==> config.mk <==
export PLATFORM = sky130hd
export DESIGN_NAME = booth_mul_sequencer_flat
export DESIGN_NICKNAME = d
export VERILOG_FILES = /design/src/rtl/booth_pkg.sv /design/src/rtl/booth_mul_sequencer_if.sv /design/src/rtl/mul_operand_fifo.sv /design/src/rtl/booth_mul_sequencer.sv /design/src/flat_wrapper.sv
export SDC_FILE = /design/constraint.sdc
export NUM_CORES = 1
export LEC_CHECK = 0
export CAP_MARGIN = 20
export CORE_UTILIZATION = 47
export CTS_CLUSTER_SIZE = 20
export DETAILED_ROUTE_END_ITERATION = 7
export GPL_TIMING_DRIVEN = 0
export PLACE_DENSITY = 0.82
export SLEW_MARGIN = 15
export SYNTH_ARGS = -nofsm -noshare
export SYNTH_HDL_FRONTEND = slang
export SYNTH_SLANG_ARGS = --single-unit
==> constraint.sdc <==
create_clock -name clk -period 2.85 [get_ports clk]
set_clock_uncertainty 0.15 [all_clocks]
set_input_delay 0.57 -clock clk [delete_from_list [all_inputs] [get_ports clk]]
set_output_delay 0.57 -clock clk [all_outputs]
set_load 0.02 [all_outputs]
==> src/rtl/booth_pkg.sv <==
// Shared types and defaults for the Booth multiplier operand sequencer.
// Holds the FSM state encoding and the counter-width helper.
package booth_pkg;

  localparam int DEFAULT_WIDTH       = 32;
  localparam int DEFAULT_MUL_LATENCY = 32;

  typedef enum logic [1:0] {
    IDLE = 2'd0,
    RUN  = 2'd1,
    HOLD = 2'd2
  } seq_state_e;

  // A latency of 1 still needs a one-bit counter.
  function automatic int cnt_width(input int lat);
    return (lat > 1) ? $clog2(lat) : 1;
  endfunction

endpackage

==> src/rtl/booth_mul_sequencer_if.sv <==
// Signal bundle around booth_mul_sequencer: operand input, multiplier side, product output.
// slave is the sequencer's view; master is the surrounding producer/multiplier/consumer view.
interface booth_mul_sequencer_if
  import booth_pkg::*;
#(
  parameter int WIDTH = DEFAULT_WIDTH
);

  logic                      in_valid;
  logic                      in_ready;
  logic signed [WIDTH-1:0]   in_a;
  logic signed [WIDTH-1:0]   in_b;
  logic                      mul_en;
  logic signed [WIDTH-1:0]   mul_a;
  logic signed [WIDTH-1:0]   mul_b;
  logic signed [2*WIDTH-1:0] mul_result;
  logic                      out_valid;
  logic                      out_ready;
  logic signed [2*WIDTH-1:0] out_prod;
  logic                      busy;

  modport slave (
    input  in_valid, in_a, in_b, mul_result, out_ready,
    output in_ready, mul_en, mul_a, mul_b, out_valid, out_prod, busy
  );

  modport master (
    output in_valid, in_a, in_b, mul_result, out_ready,
    input  in_ready, mul_en, mul_a, mul_b, out_valid, out_prod, busy
  );

endinterface

==> src/rtl/mul_operand_fifo.sv <==
// Synchronous operand FIFO; read data is the head entry, valid whenever empty_o is low.
// No fall-through: a push becomes visible to the reader one edge later.
module mul_operand_fifo #(
  parameter int DW    = 64,
  parameter int DEPTH = 4
) (
  input  logic          clk,
  input  logic          reset,
  input  logic          push_i,
  input  logic [DW-1:0] push_dat_i,
  input  logic          pop_i,
  output logic [DW-1:0] pop_dat_o,
  output logic          full_o,
  output logic          empty_o
);

  localparam int AW = $clog2(DEPTH);

  logic [DW-1:0] mem_q [DEPTH];
  logic [AW:0]   wr_ptr_q;
  logic [AW:0]   rd_ptr_q;

  always_ff @(posedge clk or negedge reset) begin
    if (!reset) begin
      wr_ptr_q <= '0;
      rd_ptr_q <= '0;
    end else begin
      if (push_i) wr_ptr_q <= wr_ptr_q + 1'b1;
      if (pop_i)  rd_ptr_q <= rd_ptr_q + 1'b1;
    end
  end

  always_ff @(posedge clk) begin
    if (push_i) mem_q[wr_ptr_q[AW-1:0]] <= push_dat_i;
  end

  // Extra pointer MSB distinguishes full from empty when the indices match.
  assign empty_o   = (wr_ptr_q == rd_ptr_q);
  assign full_o    = (wr_ptr_q[AW] != rd_ptr_q[AW]) &&
                     (wr_ptr_q[AW-1:0] == rd_ptr_q[AW-1:0]);
  assign pop_dat_o = mem_q[rd_ptr_q[AW-1:0]];

endmodule

==> src/rtl/booth_mul_sequencer.sv <==
// Issues buffered operand pairs to a multi-cycle multiplier and captures each product.
// Latency MUL_LATENCY+1 from accept to out_valid; a held product stalls issue, in_ready is !full.
module booth_mul_sequencer
  import booth_pkg::*;
#(
  parameter int WIDTH       = DEFAULT_WIDTH,
  parameter int DEPTH       = 4,
  parameter int MUL_LATENCY = DEFAULT_MUL_LATENCY
) (
  input logic                 clk,
  input logic                 reset,
  booth_mul_sequencer_if.slave bus
);

  localparam int              CNT_W    = cnt_width(MUL_LATENCY);
  localparam logic [CNT_W-1:0] CNT_LAST = CNT_W'(MUL_LATENCY - 1);

  seq_state_e                state_q, state_d;
  logic [CNT_W-1:0]          cnt_q, cnt_d;
  logic signed [WIDTH-1:0]   mul_a_q, mul_a_d;
  logic signed [WIDTH-1:0]   mul_b_q, mul_b_d;
  logic signed [2*WIDTH-1:0] out_prod_q, out_prod_d;

  logic                      fifo_full;
  logic                      fifo_empty;
  logic                      push;
  logic                      pop;
  logic [2*WIDTH-1:0]        fifo_wdat;
  logic [2*WIDTH-1:0]        fifo_rdat;

  assign push      = bus.in_valid && !fifo_full;
  assign fifo_wdat = {bus.in_a, bus.in_b};

  mul_operand_fifo #(
    .DW    (2*WIDTH),
    .DEPTH (DEPTH)
  ) u_fifo (
    .clk        (clk),
    .reset      (reset),
    .push_i     (push),
    .push_dat_i (fifo_wdat),
    .pop_i      (pop),
    .pop_dat_o  (fifo_rdat),
    .full_o     (fifo_full),
    .empty_o    (fifo_empty)
  );

  always_comb begin
    state_d    = state_q;
    cnt_d      = cnt_q;
    mul_a_d    = mul_a_q;
    mul_b_d    = mul_b_q;
    out_prod_d = out_prod_q;
    pop        = 1'b0;

    case (state_q)
      IDLE: begin
        if (!fifo_empty) begin
          pop     = 1'b1;
          state_d = RUN;
        end
      end
      RUN: begin
        cnt_d = cnt_q + 1'b1;
        if (cnt_q == CNT_LAST) begin
          out_prod_d = bus.mul_result;
          state_d    = HOLD;
        end
      end
      HOLD: begin
        // Handing off the product and loading the next pair share one edge.
        if (bus.out_ready) begin
          if (!fifo_empty) begin
            pop     = 1'b1;
            state_d = RUN;
          end else begin
            state_d = IDLE;
          end
        end
      end
      default: state_d = IDLE;
    endcase

    if (pop) begin
      cnt_d   = '0;
      mul_a_d = fifo_rdat[2*WIDTH-1:WIDTH];
      mul_b_d = fifo_rdat[WIDTH-1:0];
    end
  end

  always_ff @(posedge clk or negedge reset) begin
    if (!reset) begin
      state_q    <= IDLE;
      cnt_q      <= '0;
      mul_a_q    <= '0;
      mul_b_q    <= '0;
      out_prod_q <= '0;
    end else begin
      state_q    <= state_d;
      cnt_q      <= cnt_d;
      mul_a_q    <= mul_a_d;
      mul_b_q    <= mul_b_d;
      out_prod_q <= out_prod_d;
    end
  end

  assign bus.in_ready  = !fifo_full;
  assign bus.mul_en    = (state_q == RUN);
  assign bus.mul_a     = mul_a_q;
  assign bus.mul_b     = mul_b_q;
  assign bus.out_valid = (state_q == HOLD);
  assign bus.out_prod  = out_prod_q;
  assign bus.busy      = (state_q != IDLE) || !fifo_empty;

endmodule
==> src/flat_wrapper.sv <==
// flat-port wrapper written by rule: the top's interface ports become plain ports
module booth_mul_sequencer_flat import booth_pkg::*;
#(
  parameter int WIDTH       = DEFAULT_WIDTH,
  parameter int DEPTH       = 4,
  parameter int MUL_LATENCY = DEFAULT_MUL_LATENCY
)
  (clk, reset, bus_in_valid, bus_in_a, bus_in_b, bus_mul_result, bus_out_ready, bus_in_ready, bus_mul_en, bus_mul_a, bus_mul_b, bus_out_valid, bus_out_prod, bus_busy);
  booth_mul_sequencer_if #(.WIDTH(WIDTH)) bus_i ();
  input logic clk;
  input logic reset;
  input wire logic [$bits(bus_i.in_valid)-1:0] bus_in_valid;
  input wire logic [$bits(bus_i.in_a)-1:0] bus_in_a;
  input wire logic [$bits(bus_i.in_b)-1:0] bus_in_b;
  input wire logic [$bits(bus_i.mul_result)-1:0] bus_mul_result;
  input wire logic [$bits(bus_i.out_ready)-1:0] bus_out_ready;
  output wire logic [$bits(bus_i.in_ready)-1:0] bus_in_ready;
  output wire logic [$bits(bus_i.mul_en)-1:0] bus_mul_en;
  output wire logic [$bits(bus_i.mul_a)-1:0] bus_mul_a;
  output wire logic [$bits(bus_i.mul_b)-1:0] bus_mul_b;
  output wire logic [$bits(bus_i.out_valid)-1:0] bus_out_valid;
  output wire logic [$bits(bus_i.out_prod)-1:0] bus_out_prod;
  output wire logic [$bits(bus_i.busy)-1:0] bus_busy;
  assign bus_i.in_valid = bus_in_valid;
  assign bus_i.in_a = bus_in_a;
  assign bus_i.in_b = bus_in_b;
  assign bus_i.mul_result = bus_mul_result;
  assign bus_i.out_ready = bus_out_ready;
  assign bus_in_ready = bus_i.in_ready;
  assign bus_mul_en = bus_i.mul_en;
  assign bus_mul_a = bus_i.mul_a;
  assign bus_mul_b = bus_i.mul_b;
  assign bus_out_valid = bus_i.out_valid;
  assign bus_out_prod = bus_i.out_prod;
  assign bus_busy = bus_i.busy;
  booth_mul_sequencer #(.WIDTH(WIDTH), .DEPTH(DEPTH), .MUL_LATENCY(MUL_LATENCY)) u_core (.clk(clk), .reset(reset), .bus(bus_i));
endmodule
## Yosys cells after proc, flatten, opt, wreduce, memory -nomap -nowiden

Memories as Yosys holds them, arrays and structs flattened. A register that Yosys moved wholly into a read port is not among the register bits.
Index checks and enable logic that the tools add are counted.

- $add $sub $neg: 3
- Equal/unequal tests: 9
- Muxes and demuxes: 12
- Reduce and logical (&&, ||, !) cells: 11

Operators with widths:

| cell | count |
|---|---|
| $mux 5 | 2 |
| $add 3x1->3 const B | 2 |
| $mux 2 | 3 |
| $pmux 2 s3 | 1 |
| $add 5x1->5 const B | 1 |
| $eq 5x5->1 const B | 1 |
| $mux 1 | 5 |
| $ne 2x2->1 const B | 2 |
| $reduce_bool 2->1 | 2 |
| $eq 3x3->1 | 1 |
| $logic_not 1->1 | 3 |
| $reduce_and 3->1 | 1 |
| $eq 2x1->1 const B | 1 |
| $eq 2x2->1 | 1 |
| $eq 2x2->1 const B | 1 |
| $logic_and 1x1->1 | 2 |
| $logic_not 2->1 | 1 |
| $ne 2x1->1 const B | 1 |
| $pmux 1 s2 | 1 |
| $reduce_and 2->1 | 1 |
| $logic_or 1x1->1 | 1 |
| $ne 1x1->1 | 1 |

- Bits in registers: 77
- Memory bits (writable): 256
- Input port bits: 132
- Output and inout bits: 132
- Memories kept: 1

Memories:

| memory | depth | bits a word | rd ports | clocked after memory_dff | wr ports | line | source |
|---|---|---|---|---|---|---|---|
| u_core.u_fifo.mem_q | 4 | 64 | 1 | 1 | 1 | mul_operand_fifo.sv:19 | `logic [DW-1:0] mem_q [DEPTH];` |

## Longest topological paths before layout

Gate-level depths: netlist of run 1.

- Depth in word-level cells: 6
- Depth in mapped cells: 7

## Hierarchy

A second synthesis of run 1 with hierarchy kept.

- Cells, all modules: 673
- Area total of the unflattened synthesis: 14873.0 µm²

By module, submodules not included:

| module | times used | cells each | area an instance (µm²) | seq. area each (µm²) |
|---|---|---|---|---|
| mul_operand_fifo | 1 | 364 | 9572.9 | 7837.5 |
| booth_mul_sequencer | 1 | 309 | 5300.1 | 3378.2 |

## Worst setup path after synthesis of run 1

OpenSTA, ideal clock, no wires.

- Kind: register to register
- From: register u_core.u_fifo.rd_ptr_q[2]
- To: memory u_core.u_fifo.mem_q[3][0], enable pin
- Setup time: 0.431 ns
- Arrival time: 2.584 ns
- Setup slack: -0.315 ns
- Stages on the path, launching flop included: 4
- Period minus slack after synthesis: 3.165 ns
- Cell sequence: dfrtp_1 > xnor2_1 > nand3b_1 > and3_1

- Word-level cells in the longest chain between the ends: 6

RTL lines:

| element | line | source |
|---|---|---|
| start, declared | mul_operand_fifo.sv:21 | `logic [AW:0] rd_ptr_q;` |
| start signal, assigned | mul_operand_fifo.sv:29 | `if (pop_i) rd_ptr_q <= rd_ptr_q + 1'b1;` |
| $ne 1x1->1 | mul_operand_fifo.sv:39 | `assign full_o = (wr_ptr_q[AW] != rd_ptr_q[AW]) &&` |
| $logic_and 1x1->1 | mul_operand_fifo.sv:39 |  |
| $logic_not 1->1 | -- |  |
| net bus_in_ready | flat_wrapper.sv:17 | `output wire logic [$bits(bus_i.in_ready)-1:0] bus_in_ready;` |
| $logic_and 1x1->1 | booth_mul_sequencer.sv:31 | `assign push = bus.in_valid && !fifo_full;` |
| $mux 1 | mul_operand_fifo.sv:34 | `if (push_i) mem_q[wr_ptr_q[AW-1:0]] <= push_dat_i;` |
| $mux 1 (implied by the code) | mul_operand_fifo.sv:34 |  |
| end, declared | mul_operand_fifo.sv:19 |  |

The timed path passes the listed nets, and every way through them passes these cells.

## Worst setup path in the final report of run 1

- From: register u_core.u_fifo.wr_ptr_q[0]
- To: output port bus_busy

- Word-level cells in the longest chain between the ends: 3

RTL lines:

| element | line | source |
|---|---|---|
| start, declared | mul_operand_fifo.sv:20 | `logic [AW:0] wr_ptr_q;` |
| start signal, assigned | mul_operand_fifo.sv:28 | `if (push_i) wr_ptr_q <= wr_ptr_q + 1'b1;` |
| $eq 3x3->1 | mul_operand_fifo.sv:38 | `assign empty_o = (wr_ptr_q == rd_ptr_q);` |
| $logic_not 1->1 | -- |  |
| $logic_or 1x1->1 | booth_mul_sequencer.sv:113 | `assign bus.busy = (state_q != IDLE) \|\| !fifo_empty;` |
| end, declared | flat_wrapper.sv:23 | `output wire logic [$bits(bus_i.busy)-1:0] bus_busy;` |

Every way passes these cells.

==> results of run 1 <==
path summary, 6_finish.rpt:
check / to / slack (ps) / depth (start not counted)
max: bus_busy / 150 / 3
min: u_core.bus.mul_b[1] / 340 / 1
max reg2reg: u_core.bus.out_prod[39] / 320 / 7
min reg2reg: u_core.bus.mul_b[1] / 340 / 1
max in group asynchronous: u_core.bus.out_prod[31] / 1260 / 3
min in group asynchronous: u_core.bus.mul_a[25] / 430 / 2
worst max-delay path, delay by kind of cell, from the launching register on:
| kind | cells | cell delay [ps] |
|---|---|---|
| XOR/XNOR | 1 | 280 |
| flip-flops | 1 | 450 |
| buffers and inverters | 1 | 600 |
| AND/OR/NAND/NOR | 1 | 140 |
state kept, by name (all words and copies together) (netlist names):
name                    flops
u_core.u_fifo.mem_q       256
u_core.bus.out_prod        64
u_core.bus.mul_a           32
u_core.bus.mul_b           32
u_core.cnt_q                5
u_core.u_fifo.rd_ptr_q      3
u_core.u_fifo.wr_ptr_q      3
u_core.state_q              2
cells by family (layout without fill, tap and decap cells):
group                      Yosys count  count (layout)  share of synthesized area
AOI/OAI and AO/OA                    3               3                    0.00189
xor gates and xnor gates            10              10                    0.00600
adders and majority gates            7               7                    0.00600
buffers and inverters               33             379                     0.0101
DFF                                397             397                      0.768
muxes                              196             196                      0.200
other                                0               3                          0
and+or+nand+nor                     21              21                    0.00737
layout make-up:
cell class	instances	area, um2	area share
diodes	3	7.51	0.000389
plain buffers	29	133	0.00688
clock inverters	21	224	0.0116
inverters	4	15.0	0.000778
clock buffers	55	1150	0.0597
repair buffers	270	2790	0.145
multi-input cells	237	3260	0.169
flip-flops and latches	397	11200	0.581
well taps	396	495	0.0257
per-stage QoR:
| step | util | std cells | setup TNS [ps] | hold WS (ps) | setup WS (ps) |
|---|---|---|---|---|---|
| 2_1_floorplan | - | 667 | 0 | 124 | 404 |
| 3_5_place_dp | 0.585 | 1332 | -539 | 329 | -45.4 |
| 5_1_grt | 0.630 | 1409 | 0 | 371 | 6.91 |
| 3_3_place_gp | 0.580 | 1326 | -854260 | 317 | -5290 |
| 6_report | 0.631 | 1412 | 0 | 339 | 148 |
| 4_1_cts | 0.630 | 1409 | 0 | 342 | 117 |
synthesized netlist by cell type:
cell and number:
edfxtp_1 256, dfrtp_1 141, mux2_2 124, mux4_2 64, buf_2 19, clkbuf_1 8
ha_1 7, mux2_1 6, nor2_1 6, xnor2_1 6, and3_1 5, inv_1 4
nand2_1 4, xor2_1 4, buf_1 2, mux2i_1 2, nand4_1 2, nor2b_1 2
a21o_1 1, a311oi_2 1, nand2b_1 1, nand3b_1 1, o21ai_0 1
where the power goes:
| part | internal, W | switching [W] | leakage [nW] |
|---|---|---|---|
| combinational | 0.00389 | 0.00371 | 2.31 |
| sequential | 0.00812 | 0.000784 | 4.01 |
| clock | 0.00328 | 0.00209 | 0.669 |
| total | 0.0153 | 0.00658 | 6.98 |
timing repair:
item,CTS,global route
hold endpoints to repair,47,0
setup endpoints to repair,1,0
resized for setup,1,0
hold buffers,1,0
layer usage:
layer,part of all wire,track usage,vias up
met2,0.51,0.353,257
met4,0.021,0.0487,0
met3,0.085,0.0588,45
li1,-,-,3275
met5,0,0,-
met1,0.38,0.234,3804
==> flow_summary.ini, run 1 <==
[sta]
finalCritPeriodShare = 0.948
slew_viol_final = 0
fin_crit_ps = 2700
slew_headroom = 0.422
hold_viol = 0
timing.fmax_mhz = 370
setup_viol = 0
rsz0062_at_grt = no
worst_pin_slew_ps = 868

[global_routing]
antenna_found_initial = 3
grt_max_degree = 95
grt_overflow_total = 0
grt_pass1_vias = 8055
grtUsageTotal = 0.198
grt_pass1_wl_mm = 46.2

[layout]
final_common_cell = clkdlybuf4s50_1
fill_cells = 2111
drive_gt1_frac = 0.272
finalInstanceArea_um2 = 19300
syn_to_final_growth_pct = 32.1
layout_common_cells = clkdlybuf4s50_1 (261), edfxtp_1 (256), dfrtp_1 (141)
final_nets = 1119

[logic_synthesis]
yosysTopAreaCellShare = 0.527
syn_inst = 667
ys_warn_count = 0
syn_area_per_cell_um2 = 21.9
ys_types = 23
syn-num-nets = 806
ys_top_cells_by_area = edfxtp_1 (53%), dfrtp_1 (24%), mux4_2 (9.9%), mux2_2 (9.6%), buf_2 (0.65%)
synth_top_area_cell = edfxtp_1
seq_area_frac_synth = 0.768
ys_seq_elements = 397
netlist_area_um2 = 14600

[clock_network]
htree_levels = 2
cts_setup_buffers = 0
insertion_delay_ps = 520
cts_buffer_depth = 3
cts_tree = built
path_clk_slew_ps = 60
numCtsBuffers = 41
root_buffer = clkbuf_16
cts.sinks = 397

[worst_setup_path]
worstSetupStartpointType = flop
worst-setup-path-type = reg2out
path_max_fanout = 5
crit_path_end_kind = output pin
required_ps = 2130
startpoint = u_core.u_fifo.wr_ptr_q[0]
cp_cell_sequence = xnor2_1 -> nand4_1 -> clkdlybuf4s50_1
timing.rr.start = u_core.cnt_q[0]
crit_arrival_ps = 1980
crit_path_top_delay_cell = clkdlybuf4s50_1
slowest_delay_ps = 600

[hold_path]
worstHoldStart = u_core.bus.mul_b[1]
min_path_type = reg2reg

[floorplan]
rows = 64
die_y_um = 178
dieWidth_um = 178
initial_core_util = 0.477
die_area_um2 = 31800
coreArea_um2 = 30600
boundaryPins = 264

[place]
dpl.hpwl_mm = 20.4
io_buffers = 263
gp_congestion = 0.755
placed_area_um2 = 17900

[flow_run]
cap_viol_max_count = 0

[routing]
drt-pass1-iter-count = 4
wl_per_cell_um = 22.0
vias = 7381
drt_wl_total_mm = 31.0
antenna_left = 0
drt_iter0_drc = 339
drc = 0
vias_per_cell = 5.23

[power_and_ir_drop]
ir_worst_vdd_mv = 0.683
p_leak_nw = 6.98
total_power_w = 0.0219
p_per_area_nw_per_um2 = 1130

[status]
status = completed
Power figures use the tool's default switching activity.
==> run 2, diff against run 1 <==
--- a/config.mk
+++ b/config.mk
@@ -11,6 +11,8 @@
 export DETAILED_ROUTE_END_ITERATION = 7
 export GPL_TIMING_DRIVEN = 0
 export PLACE_DENSITY = 0.82
+export SETUP_SLACK_MARGIN = 0.1
+export SKIP_LAST_GASP = 1
 export SLEW_MARGIN = 15
 export SYNTH_ARGS = -nofsm -noshare
 export SYNTH_HDL_FRONTEND = slang
==> flow_summary.ini, run 2 (synthesis results as in run 1) <==
[layout]
final_nets = 1119
final_common_cell = clkdlybuf4s50_1
drive_gt1_frac = 0.274
largest_register_ffs = 256
syn_to_final_growth_pct = 32.2
finalInstanceArea_um2 = 19300
layout_common_cells = clkdlybuf4s50_1 (261), edfxtp_1 (256), dfrtp_1 (141)
instances_no_fill = 1412
fill_cells = 2107

[routing]
drt_iter0_drc = 335
antenna_left = 0
wl_per_cell_um = 22.0
vias_per_cell = 5.23
drc = 0
drt-pass1-iter-count = 4
drt_wl_total_mm = 31.1
vias = 7389

[floorplan]
boundaryPins = 264
coreArea_um2 = 30600
die_y_um = 178
die_area_um2 = 31800
dieWidth_um = 178
rows = 64
initial_core_util = 0.477

[sta]
slew_viol_final = 0
timing.fmax_mhz = 378
rsz0062_at_grt = no
setup_slack_ps = 201
holdWs_ps = 338
fin_crit_ps = 2650
setup_viol = 0
hold_viol = 0
finalCritPeriodShare = 0.929
worst_pin_slew_ps = 869
slew_headroom = 0.421

[place]
place_inst = 1332
gp_congestion = 0.755
dpl_worst_slack_ps = -45.4
io_buffers = 263
placed_area_um2 = 17900
dpl.hpwl_mm = 20.4

[clock_network]
path_clk_slew_ps = 60
cts_buffer_depth = 3
cts.sinks = 397
insertion_delay_ps = 520
htree_levels = 2
numCtsBuffers = 41
cts_setup_buffers = 0
cts_tree = built
root_buffer = clkbuf_16

[worst_setup_path]
r2r-end = u_core.bus.mul_b[10]
worstSetupStartpointType = flop
worst-setup-path-type = reg2out
timing.rr.start = u_core.u_fifo.rd_ptr_q[1]
r2r_cells = 4
startpoint = u_core.u_fifo.wr_ptr_q[0]
crit_path_end = bus_busy
crit_path_end_kind = output pin
required_ps = 2130
crit_arrival_ps = 1930
r2r_slack_ps = 320
path_max_fanout = 5

[global_routing]
grt_pass1_vias = 8055
grt_max_degree = 95
grtUsageTotal = 0.198
antenna_found_initial = 3
grt_pass1_wl_mm = 46.2
grt_overflow_total = 0

[status]
status = completed

[power_and_ir_drop]
p_per_area_nw_per_um2 = 1130
p_leak_nw = 6.99
ir_worst_vdd_mv = 0.684

[flow_run]
cap_viol_max_count = 0

[hold_path]
min_path_type = reg2reg
## run 2: area by class of cell
class,instances,area (um2),area share
Antenna cell,3,7.51,0.000389
Buffer,29,133,0.00687
Clock buffer,55,1150,0.0596
Clock inverter,21,224,0.0116
Inverter,4,15.0,0.000778
Multi-Input combinational cell,237,3270,0.169
Sequential cell,397,11200,0.581
Tap cell,396,495,0.0257
Timing Repair Buffer,270,2790,0.145
## run 2: per-stage QoR
stage / utilization / power, W / TNS (ps)
global route: 0.631 / 0.0230 / 0
finish: 0.631 / 0.0219 / 0
global placement: 0.580 / 0.0164 / -854260
detailed placement: 0.585 / 0.0168 / -539
floorplan: - / 0.0132 / 0
CTS: 0.630 / 0.0222 / 0
## run 2: metal layers
layer | up-vias | GRT usage | wire [um]
met1 | 3818 | 0.234 | 11900
met4 | 0 | 0.0487 | 637
met2 | 252 | 0.353 | 15900
li1 | 3274 | - | -
met3 | 45 | 0.0588 | 2580
met5 | - | 0 | 0
## run 2: worst min path at each step
stage	to	depth (start not counted)	slack [ps]	start
6_report	u_core.bus.mul_b[1]	1	340	u_core.bus.mul_b[1]
5_1_grt	u_core.bus.mul_a[12]	1	370	u_core.bus.mul_a[12]
4_1_cts	u_core.bus.mul_b[0]	1	340	u_core.bus.mul_b[0]
3_5_place_dp	u_core.bus.mul_b[0]	1	330	u_core.bus.mul_b[0]
3_3_place_gp	u_core.bus.mul_b[0]	1	320	u_core.bus.mul_b[0]
2_1_floorplan	u_core.bus.mul_a[0]	0	120	reset
## run 2: report_power, final
part           leakage (nW)  internal, W  switching (W)
combinational          2.32      0.00391        0.00371
sequential             4.01      0.00812       0.000799
clock                 0.669      0.00328        0.00208
total                  6.99       0.0153        0.00659
## run 2: timing repair
item,in CTS,in global routing
hold buffers,1,0
hold endpoints to repair,47,0
setup endpoints to repair,1,2
resized for setup,1,2
pin swaps,0,0
## run 2: worst max-delay path, cell delays in order (launching register included)
cell             delay [ps]
dfrtp_1                 460
xnor2_2                 180
nand4_1                 110
clkdlybuf4s50_1         660
==> run 3, diff against run 2 <==
--- a/config.mk
+++ b/config.mk
@@ -6,6 +6,7 @@
 export NUM_CORES = 1
 export LEC_CHECK = 0
 export CAP_MARGIN = 20
+export CORE_ASPECT_RATIO = 0.8
 export CORE_UTILIZATION = 47
 export CTS_CLUSTER_SIZE = 20
 export DETAILED_ROUTE_END_ITERATION = 7
==> flow_summary.ini, run 3 (synthesis results as in run 1) <==
[power_and_ir_drop]
internal_power_w = 0.0152
pwr-share-comb = 0.350
pwr-share-clk = 0.241
switching_power_w = 0.00659
total_power_w = 0.0218
switching_share = 0.302
p_per_area_nw_per_um2 = 1130
p_leak_nw = 6.98
seqPwrFrac = 0.409
ir_worst_vdd_mv = 0.617

[clock_network]
root_buffer = clkbuf_16
insertion_delay_ps = 550
cts_buffer_depth = 3
cts_tree = built
cts.sinks = 397
numCtsBuffers = 39
path_clk_slew_ps = 60
htree_levels = 2

[routing]
drt-pass1-iter-count = 4
vias = 7427
antenna_left = 0
drt_iter0_drc = 398
drc = 0
wl_per_cell_um = 21.1
vias_per_cell = 5.21
drt_wl_total_mm = 30.0

[global_routing]
grt_overflow_total = 0
grt_pass1_vias = 7954
antenna_found_initial = 4
grtUsageTotal = 0.194
grt_max_degree = 80
grt_pass1_wl_mm = 45.7

[layout]
drive_gt1_frac = 0.280
instances_no_fill = 1426
fill_cells = 2141
syn_to_final_growth_pct = 32.2
finalInstanceArea_um2 = 19300
regArea_um2 = 11200
final_common_cell = clkdlybuf4s50_1
largest_register_ffs = 256
layout_common_cells = clkdlybuf4s50_1 (259), edfxtp_1 (256), dfrtp_1 (141)
final_nets = 1118
multi_input_area_um2 = 3290

[sta]
worst_pin_slew_ps = 850
timing.fmax_mhz = 383
slew_headroom = 0.433
holdWs_ps = 336
fin_crit_ps = 2610
hold_viol = 0
slew_viol_final = 0
finalCritPeriodShare = 0.917
setup_viol = 0
tns_ps = 0
rsz0062_at_grt = no

[status]
status = completed

[flow_run]
cap_viol_max_count = 0

[worst_setup_path]
startpoint = u_core.u_fifo.rd_ptr_q[1]
path_max_fanout = 4
slowest_delay_ps = 490
timing.rr.start = u_core.u_fifo.rd_ptr_q[1]
crit_path_end_kind = output pin
worstSetupStartpointType = flop
cp_cell_sequence = xnor2_2 -> nand3b_1 -> dlygate4sd2_1
required_ps = 2130
crit_arrival_ps = 1890
worst-setup-path-type = reg2out
crit_path_top_delay_cell = dfrtp_1

[place]
placed_area_um2 = 17900
gp_congestion = 0.708
place_inst = 1348
io_buffers = 263
dpl.hpwl_mm = 19.3

[floorplan]
boundaryPins = 264
rows = 57
die_area_um2 = 31800
initial_core_util = 0.479
coreArea_um2 = 30500
die_y_um = 160
dieWidth_um = 199

[hold_path]
min_path_type = reg2reg
worstHoldStart = u_core.bus.mul_b[1]
[run 3: through the flow]
step	setup WS [ps]	utilization
6_report	238	0.634
2_1_floorplan	404	-
3_3_place_gp	-5350	0.583
3_5_place_dp	-249	0.589
4_1_cts	96.6	0.632
5_1_grt	106	0.634
[run 3: timing repair]
item | 4_1_cts | 5_1_grt
setup endpoints to repair | 51 | 10
buffers inserted | 0 | 2
gates resized for setup | 7 | 2
pin swaps | 0 | 3
hold buffers | 1 | 0
endpoints found under the hold margin | 62 | 0
[run 3: final timing paths]
check,cells past startpoint,end,slack [ps]
worst max register to register,4,u_core.bus.mul_a[27],270
min in group asynchronous,2,u_core.bus.mul_b[0],450
worst min-delay path,1,u_core.bus.mul_b[1],340
max in group asynchronous,3,u_core.bus.out_prod[9],1280
worst max-delay path,3,bus_in_ready,240
worst min register to register,1,u_core.bus.mul_b[1],340
[run 3: worst max-delay path, delay by kind of cell, from the launching register on]
family,cells,cell delay (ps)
xor+xnor,1,290
buf+inv,1,390
flops,1,490
simple gates,1,200
[run 3: layout make-up]
type                            instances  share of cell area
Antenna cell                            3            0.000389
Buffer                                 29             0.00732
Clock buffer                           50              0.0537
Clock inverter                         22              0.0139
Inverter                                4            0.000778
Multi-Input combinational cell        237               0.170
Sequential cell                       397               0.581
Tap cell                              413              0.0268
Timing Repair Buffer                  271               0.146
[run 3: power groups by stage]
| stage | clock [W] | sequential [W] | combinational (W) |
|---|---|---|---|
| 2_1_floorplan | 0 | 0.00999 | 0.00319 |
| 3_3_place_gp | 0 | 0.00895 | 0.00735 |
| 3_5_place_dp | 0 | 0.00900 | 0.00769 |
| 4_1_cts | 0.00537 | 0.00892 | 0.00773 |
| 5_1_grt | 0.00560 | 0.00908 | 0.00810 |
| 6_report | 0.00525 | 0.00890 | 0.00763 |
[run 3: metal layers]
layer  part of all wire  wire (um)  GRT usage  vias to the layer above
met1               0.41      12300      0.252                     3903
li1                   -          -          -                     3264
met2               0.51      15300      0.322                      209
met4              0.021        632     0.0591                        2
met3              0.059       1770     0.0486                       49
met5            0.00043         13          0                        -
